[src/rtl/mem_pkg.sv]
// Shared memory-bus types used by the core and every MMIO peripheral.
//   mem_access_t         : access size of the current bus cycle
//   mem_exception_mask_t : one-hot exception flags returned by a target
package mem_pkg;

  typedef enum logic [1:0] {
    MEM_ACCESS_BYTE = 2'd0,
    MEM_ACCESS_HALF = 2'd1,
    MEM_ACCESS_WORD = 2'd2
  } mem_access_t;

  typedef logic [1:0] mem_exception_mask_t;

  localparam mem_exception_mask_t MEM_EXCEPTION_NONE               = 2'b00;
  localparam mem_exception_mask_t MEM_EXCEPTION_ADDRESS_MISALIGNED = 2'b01;
  localparam mem_exception_mask_t MEM_EXCEPTION_ACCESS_VIOLATION   = 2'b10;

endpackage

[src/rtl/mmio_console_pkg.sv]
// Register map and UART state encoding for the MMIO console transmitter.
// Register indices are word offsets inside the 16-byte window (addr[3:2]).
package mmio_console_pkg;

  localparam logic [1:0] REG_TXDATA  = 2'd0;
  localparam logic [1:0] REG_STATUS  = 2'd1;
  localparam logic [1:0] REG_CYCLES  = 2'd2;
  localparam logic [1:0] REG_DROPPED = 2'd3;

  localparam int UART_DATA_BITS = 8;

  typedef enum logic [1:0] {
    UART_IDLE  = 2'd0,
    UART_START = 2'd1,
    UART_DATA  = 2'd2,
    UART_STOP  = 2'd3
  } uart_state_t;

  // STATUS layout: {24'b0, count[3:0], busy, empty, full}
  function automatic logic [31:0] pack_status(input logic [3:0] count,
                                              input logic       busy,
                                              input logic       empty,
                                              input logic       full);
    return {24'b0, count, busy, empty, full};
  endfunction

endpackage

[src/rtl/sync_fifo.sv]
// Single-clock FIFO, first-word-fall-through read port.
//   clk/rst    : clock, async active-low reset (pointers and count to 0)
//   push/pop   : enqueue push_data / dequeue head; ignored when full/empty
//   pop_data   : current head entry
//   full/empty : occupancy flags; count = entries held (0..DEPTH)
// DEPTH must be a power of two so the pointers wrap for free.
module sync_fifo #(
  parameter int WIDTH = 8,
  parameter int DEPTH = 8
) (
  input  logic                   clk,
  input  logic                   rst,
  input  logic                   push,
  input  logic [WIDTH-1:0]       push_data,
  input  logic                   pop,
  output logic [WIDTH-1:0]       pop_data,
  output logic                   full,
  output logic                   empty,
  output logic [$clog2(DEPTH):0] count
);

  localparam int AW = $clog2(DEPTH);
  localparam int CW = AW + 1;

  logic [WIDTH-1:0] mem_q [DEPTH];
  logic [AW-1:0]    wptr_q, wptr_d;
  logic [AW-1:0]    rptr_q, rptr_d;
  logic [CW-1:0]    count_q, count_d;
  logic             do_push, do_pop;

  always_comb begin
    full    = (count_q == CW'(DEPTH));
    empty   = (count_q == '0);
    do_push = push && !full;
    do_pop  = pop && !empty;
    wptr_d  = do_push ? wptr_q + 1'b1 : wptr_q;
    rptr_d  = do_pop  ? rptr_q + 1'b1 : rptr_q;
    count_d = count_q + CW'(do_push) - CW'(do_pop);
  end

  always_ff @(posedge clk or negedge rst) begin
    if (!rst) begin
      wptr_q  <= '0;
      rptr_q  <= '0;
      count_q <= '0;
    end else begin
      wptr_q  <= wptr_d;
      rptr_q  <= rptr_d;
      count_q <= count_d;
    end
  end

  // Storage needs no reset: an entry is only visible once count covers it.
  always_ff @(posedge clk) begin
    if (do_push) mem_q[wptr_q] <= push_data;
  end

  assign pop_data = mem_q[rptr_q];
  assign count    = count_q;

endmodule

[src/rtl/mmio_console_tx.sv]
// Memory-mapped console transmitter: a 16-byte register window feeding a
// byte FIFO drained by an 8N1 UART.
//   clk, rst          : clock, async active-low reset
//   ena               : state-update enable (reads stay live when low)
//   mem_addr/mem_wr_data/mem_wr_ena/mem_access : core bus request
//   mem_rd_data, mem_exception : combinational response in the access cycle
//   tx                : serial line, idle high
// Registers: 0x0 TXDATA (W), 0x4 STATUS (R), 0x8 CYCLES (R),
//            0xC DROPPED (R, any write clears).
module mmio_console_tx
  import mem_pkg::*;
  import mmio_console_pkg::*;
#(
  parameter logic [31:0] BASE_ADDR    = 32'h0000_F000,
  parameter int          FIFO_DEPTH   = 8,
  parameter int          CLKS_PER_BIT = 16
) (
  input  logic                clk,
  input  logic                rst,
  input  logic                ena,
  input  logic [31:0]         mem_addr,
  input  logic [31:0]         mem_wr_data,
  input  logic                mem_wr_ena,
  input  mem_access_t         mem_access,
  output logic [31:0]         mem_rd_data,
  output mem_exception_mask_t mem_exception,
  output logic                tx
);

  localparam int CW = $clog2(FIFO_DEPTH) + 1;
  localparam int BW = $clog2(CLKS_PER_BIT);

  // ---------------- state ----------------
  uart_state_t state_q, state_d;
  logic [BW-1:0] cnt_q, cnt_d;
  logic [2:0]    bit_q, bit_d;
  logic [7:0]    sh_q, sh_d;
  logic          tx_q, tx_d;
  logic          busy_q, busy_d;
  logic [31:0]   cycles_q, cycles_d;
  logic [31:0]   dropped_q, dropped_d;

  // ---------------- FIFO ----------------
  logic          fifo_push, fifo_pop, fifo_full, fifo_empty;
  logic [7:0]    fifo_head;
  logic [CW-1:0] fifo_count;
  logic          pop_req;

  sync_fifo #(
    .WIDTH (8),
    .DEPTH (FIFO_DEPTH)
  ) u_fifo (
    .clk       (clk),
    .rst       (rst),
    .push      (fifo_push),
    .push_data (mem_wr_data[7:0]),
    .pop       (fifo_pop),
    .pop_data  (fifo_head),
    .full      (fifo_full),
    .empty     (fifo_empty),
    .count     (fifo_count)
  );

  // Only the low byte of a TXDATA write is transmitted.
  logic unused_wr_hi;
  assign unused_wr_hi = ^mem_wr_data[31:8];

  // ---------------- bus decode ----------------
  logic       hit, misaligned, violation, wr_legal;
  logic [1:0] reg_idx;
  logic [3:0] count4;
  logic       tx_wr, dropped_clr;

  assign count4 = 4'(fifo_count);

  always_comb begin
    hit        = (mem_addr[31:4] == BASE_ADDR[31:4]);
    reg_idx    = mem_addr[3:2];
    misaligned = ((mem_access == MEM_ACCESS_HALF) && mem_addr[0]) ||
                 ((mem_access == MEM_ACCESS_WORD) && (mem_addr[1:0] != 2'b00));
    // TXDATA takes any size; the counters are word-only and STATUS/CYCLES
    // are read-only.
    violation  = (reg_idx != REG_TXDATA) &&
                 ((mem_access != MEM_ACCESS_WORD) ||
                  (mem_wr_ena && ((reg_idx == REG_STATUS) || (reg_idx == REG_CYCLES))));
    mem_exception = MEM_EXCEPTION_NONE;
    mem_rd_data   = '0;
    wr_legal      = 1'b0;
    if (hit) begin
      if (misaligned) begin
        mem_exception = MEM_EXCEPTION_ADDRESS_MISALIGNED;
      end else if (violation) begin
        mem_exception = MEM_EXCEPTION_ACCESS_VIOLATION;
      end else begin
        wr_legal = mem_wr_ena;
        case (reg_idx)
          REG_STATUS:  mem_rd_data = pack_status(count4, busy_q, fifo_empty, fifo_full);
          REG_CYCLES:  mem_rd_data = cycles_q;
          REG_DROPPED: mem_rd_data = dropped_q;
          default:     mem_rd_data = '0;
        endcase
      end
    end
  end

  // full is sampled before this cycle's pop, so a write racing the UART's
  // pop is still dropped.
  always_comb begin
    tx_wr       = wr_legal && (reg_idx == REG_TXDATA);
    dropped_clr = wr_legal && (reg_idx == REG_DROPPED);
    fifo_push   = ena && tx_wr && !fifo_full;
    fifo_pop    = ena && pop_req;
    cycles_d    = cycles_q + 32'd1;
    dropped_d   = dropped_q;
    if (dropped_clr)                                  dropped_d = '0;
    else if (tx_wr && fifo_full && (dropped_q != '1)) dropped_d = dropped_q + 32'd1;
  end

  // ---------------- UART next state ----------------
  logic bit_end;

  always_comb begin
    state_d = state_q;
    cnt_d   = cnt_q;
    bit_d   = bit_q;
    sh_d    = sh_q;
    pop_req = 1'b0;
    bit_end = (cnt_q == BW'(CLKS_PER_BIT - 1));
    case (state_q)
      UART_IDLE: begin
        cnt_d = '0;
        if (!fifo_empty) begin
          pop_req = 1'b1;
          sh_d    = fifo_head;
          state_d = UART_START;
        end
      end
      UART_START: begin
        cnt_d = cnt_q + 1'b1;
        if (bit_end) begin
          cnt_d   = '0;
          bit_d   = '0;
          state_d = UART_DATA;
        end
      end
      UART_DATA: begin
        cnt_d = cnt_q + 1'b1;
        if (bit_end) begin
          cnt_d = '0;
          sh_d  = {1'b0, sh_q[7:1]};
          if (bit_q == 3'(UART_DATA_BITS - 1)) state_d = UART_STOP;
          else                                 bit_d   = bit_q + 3'd1;
        end
      end
      UART_STOP: begin
        cnt_d = cnt_q + 1'b1;
        if (bit_end) begin
          cnt_d = '0;
          // Chain straight into the next frame for back-to-back output.
          if (!fifo_empty) begin
            pop_req = 1'b1;
            sh_d    = fifo_head;
            state_d = UART_START;
          end else begin
            state_d = UART_IDLE;
          end
        end
      end
    endcase
    // Line and busy are registered from the current state, so both trail
    // the state by one cycle and every bit keeps its full width.
    case (state_q)
      UART_START: tx_d = 1'b0;
      UART_DATA:  tx_d = sh_q[0];
      default:    tx_d = 1'b1;
    endcase
    busy_d = (state_q != UART_IDLE);
  end

  always_ff @(posedge clk or negedge rst) begin
    if (!rst) begin
      state_q   <= UART_IDLE;
      cnt_q     <= '0;
      bit_q     <= '0;
      sh_q      <= '0;
      tx_q      <= 1'b1;
      busy_q    <= 1'b0;
      cycles_q  <= '0;
      dropped_q <= '0;
    end else if (ena) begin
      state_q   <= state_d;
      cnt_q     <= cnt_d;
      bit_q     <= bit_d;
      sh_q      <= sh_d;
      tx_q      <= tx_d;
      busy_q    <= busy_d;
      cycles_q  <= cycles_d;
      dropped_q <= dropped_d;
    end
  end

  assign tx = tx_q;

endmodule

[config.mk]
export PLATFORM = sky130hd
export DESIGN_NAME = mmio_console_tx
export DESIGN_NICKNAME = d
export VERILOG_FILES = /design/src/rtl/mem_pkg.sv /design/src/rtl/mmio_console_pkg.sv /design/src/rtl/sync_fifo.sv /design/src/rtl/mmio_console_tx.sv
export SDC_FILE = /design/constraint.sdc
export NUM_CORES = 1
export LEC_CHECK = 0
export CAP_MARGIN = 15
export CORE_ASPECT_RATIO = 1.75
export CORE_UTILIZATION = 40
export DETAILED_ROUTE_END_ITERATION = 16
export HOLD_SLACK_MARGIN = 0.05
export SYNTH_ARGS = -nofsm -noshare
export SYNTH_HDL_FRONTEND = slang
export SYNTH_SLANG_ARGS = --single-unit
[constraint.sdc]
create_clock -name clk -period 3.3 [get_ports clk]
set_clock_uncertainty 0.15 [all_clocks]
set_input_delay 0.66 -clock clk [delete_from_list [all_inputs] [get_ports clk]]
set_output_delay 0.66 -clock clk [all_outputs]
set_load 0.02 [all_outputs]
==> impl_metrics.env, run 1 <==
export IMPL_via_per_inst=5.71
export IMPL_synth_flop_cell="dfrtp_1"
export IMPL_grtUsageTotal_pct=22.7
export IMPL_start_kind="primary input"
export IMPL_area_growth_pct=31.2
export IMPL_hold_viol_final=0
export IMPL_fmax_mhz=299
export IMPL_ir_worst_vdd_uv=532
export IMPL_path_common_cell="or3_4"
export IMPL_rows=68
export IMPL_power_frac_seq_pct=44.0
export IMPL_setup_violations=32
export IMPL_path_clk_slew_ns=0.07
export IMPL_yosysSeqAreaShare_pct=52.2
export IMPL_yosys_cell_types_count=65
export IMPL_cts_sinks=157
export IMPL_clock_power_share_pct=33.6
export IMPL_postRouteAntennaNets=0
export IMPL_die_width_um=110
export IMPL_final_cell_mix="dfrtp_1, nand2_1, buf_4"
export IMPL_cp_end_kind="output port"
export IMPL_synth_edf_count=64
export IMPL_pin_count=105
export IMPL_port_buffers=80
export IMPL_synth_seq_cells=157
export IMPL_antenna_found_initial=1
export IMPL_critPathArrivalTime_ns=2.54
export IMPL_num_fill_cells=1731
export IMPL_switching_share_pct=31.0
export IMPL_tritoncts="built"
export IMPL_start_util_pct=41.1
export IMPL_timing_final_max_slew_violations=0
export IMPL_yosys_warnings=0
export IMPL_core_area_um2=19800
export IMPL_path_buf_inv=3
export IMPL_cts_root_buffer="clkbuf_16"
export IMPL_grt_setup_unrepaired="true"
export IMPL_p_int_w=0.00387
export IMPL_worstPathMaxFanout=7
export IMPL_slew_headroom_pct=44.2
export IMPL_final_common_cell="dfrtp_1"
export IMPL_outcome="finished, violations left"
export IMPL_setup_tns_ns=-0.986
export IMPL_vias=6484
export IMPL_grt_pass1_wl_um=35300
export IMPL_worst_pin_slew_ns=0.837
export IMPL_nets=972
export IMPL_drive_gt1_share_pct=28.2
export IMPL_fin_crit_ns=3.35
export IMPL_slowest_stage="or3_4"
export IMPL_required_ns=2.49
export IMPL_die_h_um=191
export IMPL_worstPathCellList="clkdlybuf4s15_1 > and4b_1 > nand4_1 > or3_4 > or3_4 > buf_12 > nor2_4 > buf_6"
export IMPL_grt_pass1_vias=6782
export IMPL_avgSynthCellArea_um2=11.1
export IMPL_utilization_pct=53.9
export IMPL_grt_overflow=0
export IMPL_ys_top_cells_by_area="dfrtp_1, edfxtp_1, mux4_2"
export IMPL_drt_iter0_drc=395
export IMPL_cts_buffers=17
export IMPL_worst_slack_ns=-0.0456
export IMPL_syn_inst=735
export IMPL_combPwrFrac_pct=22.4
export IMPL_crit_family="simple AND/OR/NAND/NOR gates"
export IMPL_hp_class="in -> async"
export IMPL_post_drt_wl_per_cell_um=19.5
export IMPL_cp_slowest_stage_delay_ns=0.52
export IMPL_async_flop_share_pct=59.2
export IMPL_synth_top_area_share_pct=28.3
export IMPL_violations="setup timing"
export IMPL_syn_nets=830
export IMPL_dr_pass1_iters=5
export IMPL_syn_area_um2=8140
export IMPL_routed_wl_um=22100
export IMPL_fin_crit_sh_pct=101
export IMPL_grt_max_degree=51
export IMPL_cts_hold_buf=0
export IMPL_htreeDepth=4
export IMPL_power_per_cell_area_nw_per_um2=524
export IMPL_yosys_area_top_type="dfrtp_1"
export IMPL_clk_latency_ns=0.43
export IMPL_critical_path_class="in -> out"
export IMPL_dp_hpwl_um=15700
export IMPL_clock_path_buffers=2
export IMPL_die_area_um2=21000
export IMPL_gp_congestion=0.832
export IMPL_design_power_total_w=0.00560
export IMPL_leakage_nw=4.17
export IMPL_power_switching_w=0.00173
export IMPL_reg2reg_slack_ns=0.44
export IMPL_drc=0
export IMPL_drv_cap=0
-- cells by family (layout without fill, tap and decap cells) --
logic type	count (synthesis)	in the layout	share of synthesized area [%]
other	0	1	0
XOR/XNOR	37	37	3.98
flip-flops	157	157	52.2
AND/OR/NAND/NOR	300	300	19.4
adder cells (fa/ha/maj)	25	25	3.93
multiplexers	37	37	7.10
AO/OA/AOI/OAI	113	113	10.0
buffers and inverters	66	221	3.38
-- final timing paths --
path	startpoint	end	depth (start not counted)
max	mem_addr[30]	mem_rd_data[13]	8
min	rst	dropped_q[30]$_DFFE_PN0P_	1
max reg2reg	cnt_q[0]$_DFFE_PN0P_	u_fifo.count[3]$_DFF_PN0_	11
min reg2reg	cycles_q[31]$_DFFE_PN0P_	cycles_q[31]$_DFFE_PN0P_	1
max in group asynchronous	rst	tx$_DFFE_PN1P_	2
min in group clk	cycles_q[31]$_DFFE_PN0P_	cycles_q[31]$_DFFE_PN0P_	1
-- state kept, by name (all words and copies together), names as in the netlist --
| register | cells |
|---|---|
| bit_q | 3 |
| busy_q | 1 |
| cnt_q | 4 |
| cycles_q | 32 |
| dropped_q | 32 |
| sh_q | 8 |
| state_q | 2 |
| tx | 1 |
| u_fifo.count | 4 |
| u_fifo.mem_q | 64 |
| u_fifo.rptr_q | 3 |
| u_fifo.wptr_q | 3 |
-- power by group through the flow --
stage | Sequential [W] | Combinational [W] | Clock (W)
after CTS | 0.00247 | 0.00126 | 0.00191
after floorplan | 0.00237 | 0.000946 | 0
final | 0.00246 | 0.00126 | 0.00188
after global routing | 0.00250 | 0.00142 | 0.00199
after global placement | 0.00249 | 0.00120 | 0
after detailed placement | 0.00250 | 0.00125 | 0
-- cells in the mapped netlist (all sizes together) (13+ instances only) --
cell    instances
ha             24
nor3           17
nand2b         13
nand3          41
o21ai          18
mux2i          15
inv            27
buf            13
mux4           16
nor2           63
xnor2          29
a21oi          16
nor4           15
a22oi          25
edfxtp         64
nand2          77
nand4          22
clkbuf         26
dfrtp          92
-- through the flow --
step / cell area, µm² / setup WS [ns] / cells / hold slack, ns
final: 10700 / -0.0456 / 1136 / 0.111
after global routing: 10700 / -0.104 / 1136 / 0.159
after CTS: 10500 / -0.0246 / 1133 / 0.144
after detailed placement: 9600 / -0.874 / 1084 / 0.319
after global placement: 9600 / -0.808 / 1084 / 0.315
after floorplan: 8140 / 0.0364 / 735 / 0.214
-- final cells by class --
class / instances / area [µm²] / area share [%]
Antenna cell: 1 / 2.50 / 0.0234
Clock buffer: 18 / 439 / 4.11
Clock inverter: 14 / 129 / 1.21
Inverter: 27 / 101 / 0.948
Multi-Input combinational cell: 512 / 3960 / 37.1
Sequential cell: 157 / 4250 / 39.8
Tap cell: 245 / 307 / 2.87
Timing Repair Buffer: 162 / 1500 / 14.0
-- what timing repair did --
item                                    CTS  global route
buffers inserted                         14             2
cloned                                    3             0
pin swaps                                33            21
endpoints found under the setup margin   34            45
resized for setup                       341            43
-- metal layers --
layer	vias up	share of wire (%)	GRT usage, %
met5	-	0	0
met2	157	57	42.7
met3	57	3.6	3.66
met1	3239	36	23.4
li1	3031	-	-
met4	0	4.3	11.3
Power figures use the tool's default switching activity.
==> inputs of run 2 (changes only) <==
==> constraint.sdc (replaced) <==
create_clock -name clk -period 4 [get_ports clk]
set_clock_uncertainty 0.15 [all_clocks]
set_input_delay 0.8 -clock clk [delete_from_list [all_inputs] [get_ports clk]]
set_output_delay 0.8 -clock clk [all_outputs]
set_load 0.02 [all_outputs]
==> run 2 against run 1 <==
  * The flow now finishes without violations
  * Clock power down 19%
  * Sequential power down 18%
  * Hold slack better by 0.14 ns
  * Cell count down 3.3%
  * Final area down 6.7%
  * Via count down 2.9%
  * Non-clock buffer count down 37
  * Flip-flop and latch count unchanged
  * Wire length down 6.4%
==> impl_metrics.env, run 2 (synthesized netlist as in run 1, its figures left out) <==
export IMPL_outcome="finished, final reports clean"
export IMPL_crit_start="mem_addr[6]"
export IMPL_via_per_inst=5.73
export IMPL_area_growth_pct=22.5
export IMPL_setup_violations=0
export IMPL_whs_ns=0.246
export IMPL_pin_count=105
export IMPL_timing_final_max_slew_violations=0
export IMPL_cp_slowest_stage_delay_ns=0.45
export IMPL_critical_path_class="in -> out"
export IMPL_top_register="u_fifo.mem_q"
export IMPL_largest_reg_flops=64
export IMPL_critPathArrivalTime_ns=3.00
export IMPL_path_clk_slew_ns=0.06
export IMPL_antenna_found_initial=0
export IMPL_slew_headroom_pct=46.2
export IMPL_grt_max_degree=52
export IMPL_clock_power_share_pct=33.4
export IMPL_crit_cells=8
export IMPL_cts_hold_buf=0
export IMPL_die_area_um2=21000
export IMPL_grt_pass1_wl_um=33300
export IMPL_drc=0
export IMPL_required_ns=3.05
export IMPL_die_h_um=191
export IMPL_dpl_cell_count=1066
export IMPL_die_width_um=110
export IMPL_regToRegStartpoint="u_fifo.count[2]$_DFF_PN0_"
export IMPL_port_buffers=80
export IMPL_final_cell_mix="dfrtp_1, nand2_1, buf_4"
export IMPL_post_drt_wl_per_cell_um=18.8
export IMPL_start_kind="primary input"
export IMPL_gp_congestion=0.821
export IMPL_fin_crit_ns=3.95
export IMPL_routed_wl_um=20700
export IMPL_drv_cap=0
export IMPL_start_util_pct=41.1
export IMPL_vias=6294
export IMPL_postRouteAntennaNets=0
export IMPL_cp_end_kind="output port"
export IMPL_top_regs="u_fifo.mem_q (64), cycles_q (32), dropped_q (32)"
export IMPL_cts_root_buffer="clkbuf_16"
export IMPL_hold_viol_final=0
export IMPL_p_int_w=0.00317
export IMPL_fmax_mhz=253
export IMPL_final_common_cell="dfrtp_1"
export IMPL_post_place_ws_ns=-0.481
export IMPL_antenna_cells=0
export IMPL_dp_hpwl_um=15100
export IMPL_slowest_stage="clkdlybuf4s50_1"
export IMPL_dr_pass1_iters=6
export IMPL_power_per_cell_area_nw_per_um2=457
export IMPL_design_power_total_w=0.00456
export IMPL_power_frac_seq_pct=44.3
export IMPL_drive_gt1_share_pct=18.6
export IMPL_cts_sinks=157
export IMPL_grt_setup_unrepaired="true"
export IMPL_nets=935
export IMPL_combPwrFrac_pct=22.3
export IMPL_leakage_nw=3.88
export IMPL_grt_overflow=0
export IMPL_cp_endpoint="mem_rd_data[6]"
export IMPL_core_area_um2=19800
export IMPL_fin_crit_sh_pct=98.7
export IMPL_tritoncts="built"
export IMPL_hp_class="in -> async"
export IMPL_ir_worst_vdd_uv=386
export IMPL_worstPathMaxFanout=6
export IMPL_cts_setup_buffers=0
export IMPL_setup_tns_ns=0
export IMPL_worst_pin_slew_ns=0.807
export IMPL_power_switching_w=0.00140
export IMPL_htreeDepth=4
export IMPL_drt_iter0_drc=437
export IMPL_rows=68
export IMPL_grtUsageTotal_pct=21.4
export IMPL_grt_pass1_vias=6392
export IMPL_worst_slack_ns=0.0528
export IMPL_worstPathCellList="clkdlybuf4s50_1 > nor4_2 > nand4_1 > or3_4 > or3_4 > buf_4 > nor2_4 > buf_4"
export IMPL_timing_rr_end="dropped_q[5]$_DFFE_PN0P_"
export IMPL_reg2reg_slack_ns=0.97
export IMPL_crit_family="simple AND/OR/NAND/NOR gates"
export IMPL_clk_latency_ns=0.44
export IMPL_fin_cells=1098
export IMPL_clock_path_buffers=2
export IMPL_path_buf_inv=3
export IMPL_switching_share_pct=30.6
export IMPL_rr_worst_depth=8
export IMPL_cts_buffers=17
run 2: cell types whose count changed in the layout (fill, tap and decap cells not counted), moves of 4 or more:
cell,previous run,this run
buf_6,38,2
buf_4,74,69
nor2_1,29,54
clkdlybuf4s50_1,11,46
nor2_4,33,5
nor4_1,9,13
buf_12,5,1
dlygate4sd2_1,10,0
buf_2,15,5
clkdlybuf4s15_1,6,0
run 2: layer usage:
| layer | track usage (%) | part of all wire (%) | vias to the layer above |
|---|---|---|---|
| li1 | - | - | 2951 |
| met3 | 3.93 | 3.7 | 58 |
| met5 | 0 | 0 | - |
| met4 | 12.0 | 4.4 | 0 |
| met2 | 39.0 | 55 | 148 |
| met1 | 22.5 | 36 | 3137 |
run 2: per-stage QoR:
step	util, %	area, µm²
after floorplan	-	8140
after global placement	47.5	9430
final	50.3	9980
after detailed placement	47.5	9430
after global routing	50.3	9980
after CTS	49.7	9850
run 2: power by group through the flow:
stage	combinational, W	sequential, W	clock, W
2_1_floorplan	0.000780	0.00196	0
3_3_place_gp	0.000969	0.00204	0
3_5_place_dp	0.00101	0.00205	0
4_1_cts	0.00102	0.00202	0.00155
5_1_grt	0.00116	0.00204	0.00161
6_report	0.00102	0.00202	0.00152
run 2: layout make-up:
class / instances / area, µm²
Sequential cell: 157 / 4250
Tap cell: 245 / 307
Clock inverter: 12 / 105
Clock buffer: 20 / 447
Fill cell: 1772 / 9850
Timing Repair Buffer: 125 / 1070
Multi-Input combinational cell: 512 / 3690
Inverter: 27 / 101
run 2: worst register-to-register path: cells and delay by family (launching register included):
family	cells	cell delay [ns]
simple gates	6	2.18
flops	1	0.39
buf+inv	1	0.11
fa+ha+maj	1	0.14
run 2: worst min path at each step:
stage                                      to  depth (start not counted)
floorplan            cycles_q[31]$_DFFE_PN0P_                          1
detailed placement   cycles_q[31]$_DFFE_PN0P_                          1
finish              dropped_q[31]$_DFFE_PN0P_                          1
global placement          sh_q[1]$_DFFE_PN0P_                          2
global route        dropped_q[31]$_DFFE_PN0P_                          1
CTS                 dropped_q[31]$_DFFE_PN0P_                          1
run 2: timing repair:
action,4_1_cts,5_1_grt
endpoints found under the hold margin,0,0
endpoints found under the setup margin,32,33
pin swaps,1,2
resized for setup,135,43
==> inputs of run 3 (changes only) <==
--- a/config.mk
+++ b/config.mk
@@ -9,6 +9,7 @@
 export CORE_ASPECT_RATIO = 1.75
 export CORE_UTILIZATION = 40
 export DETAILED_ROUTE_END_ITERATION = 16
+export GPL_ROUTABILITY_DRIVEN = 0
 export HOLD_SLACK_MARGIN = 0.05
 export SYNTH_ARGS = -nofsm -noshare
 export SYNTH_HDL_FRONTEND = slang
==> results of run 3 <==
The final DEF is identical to that of run 2; final timing and power are the same.
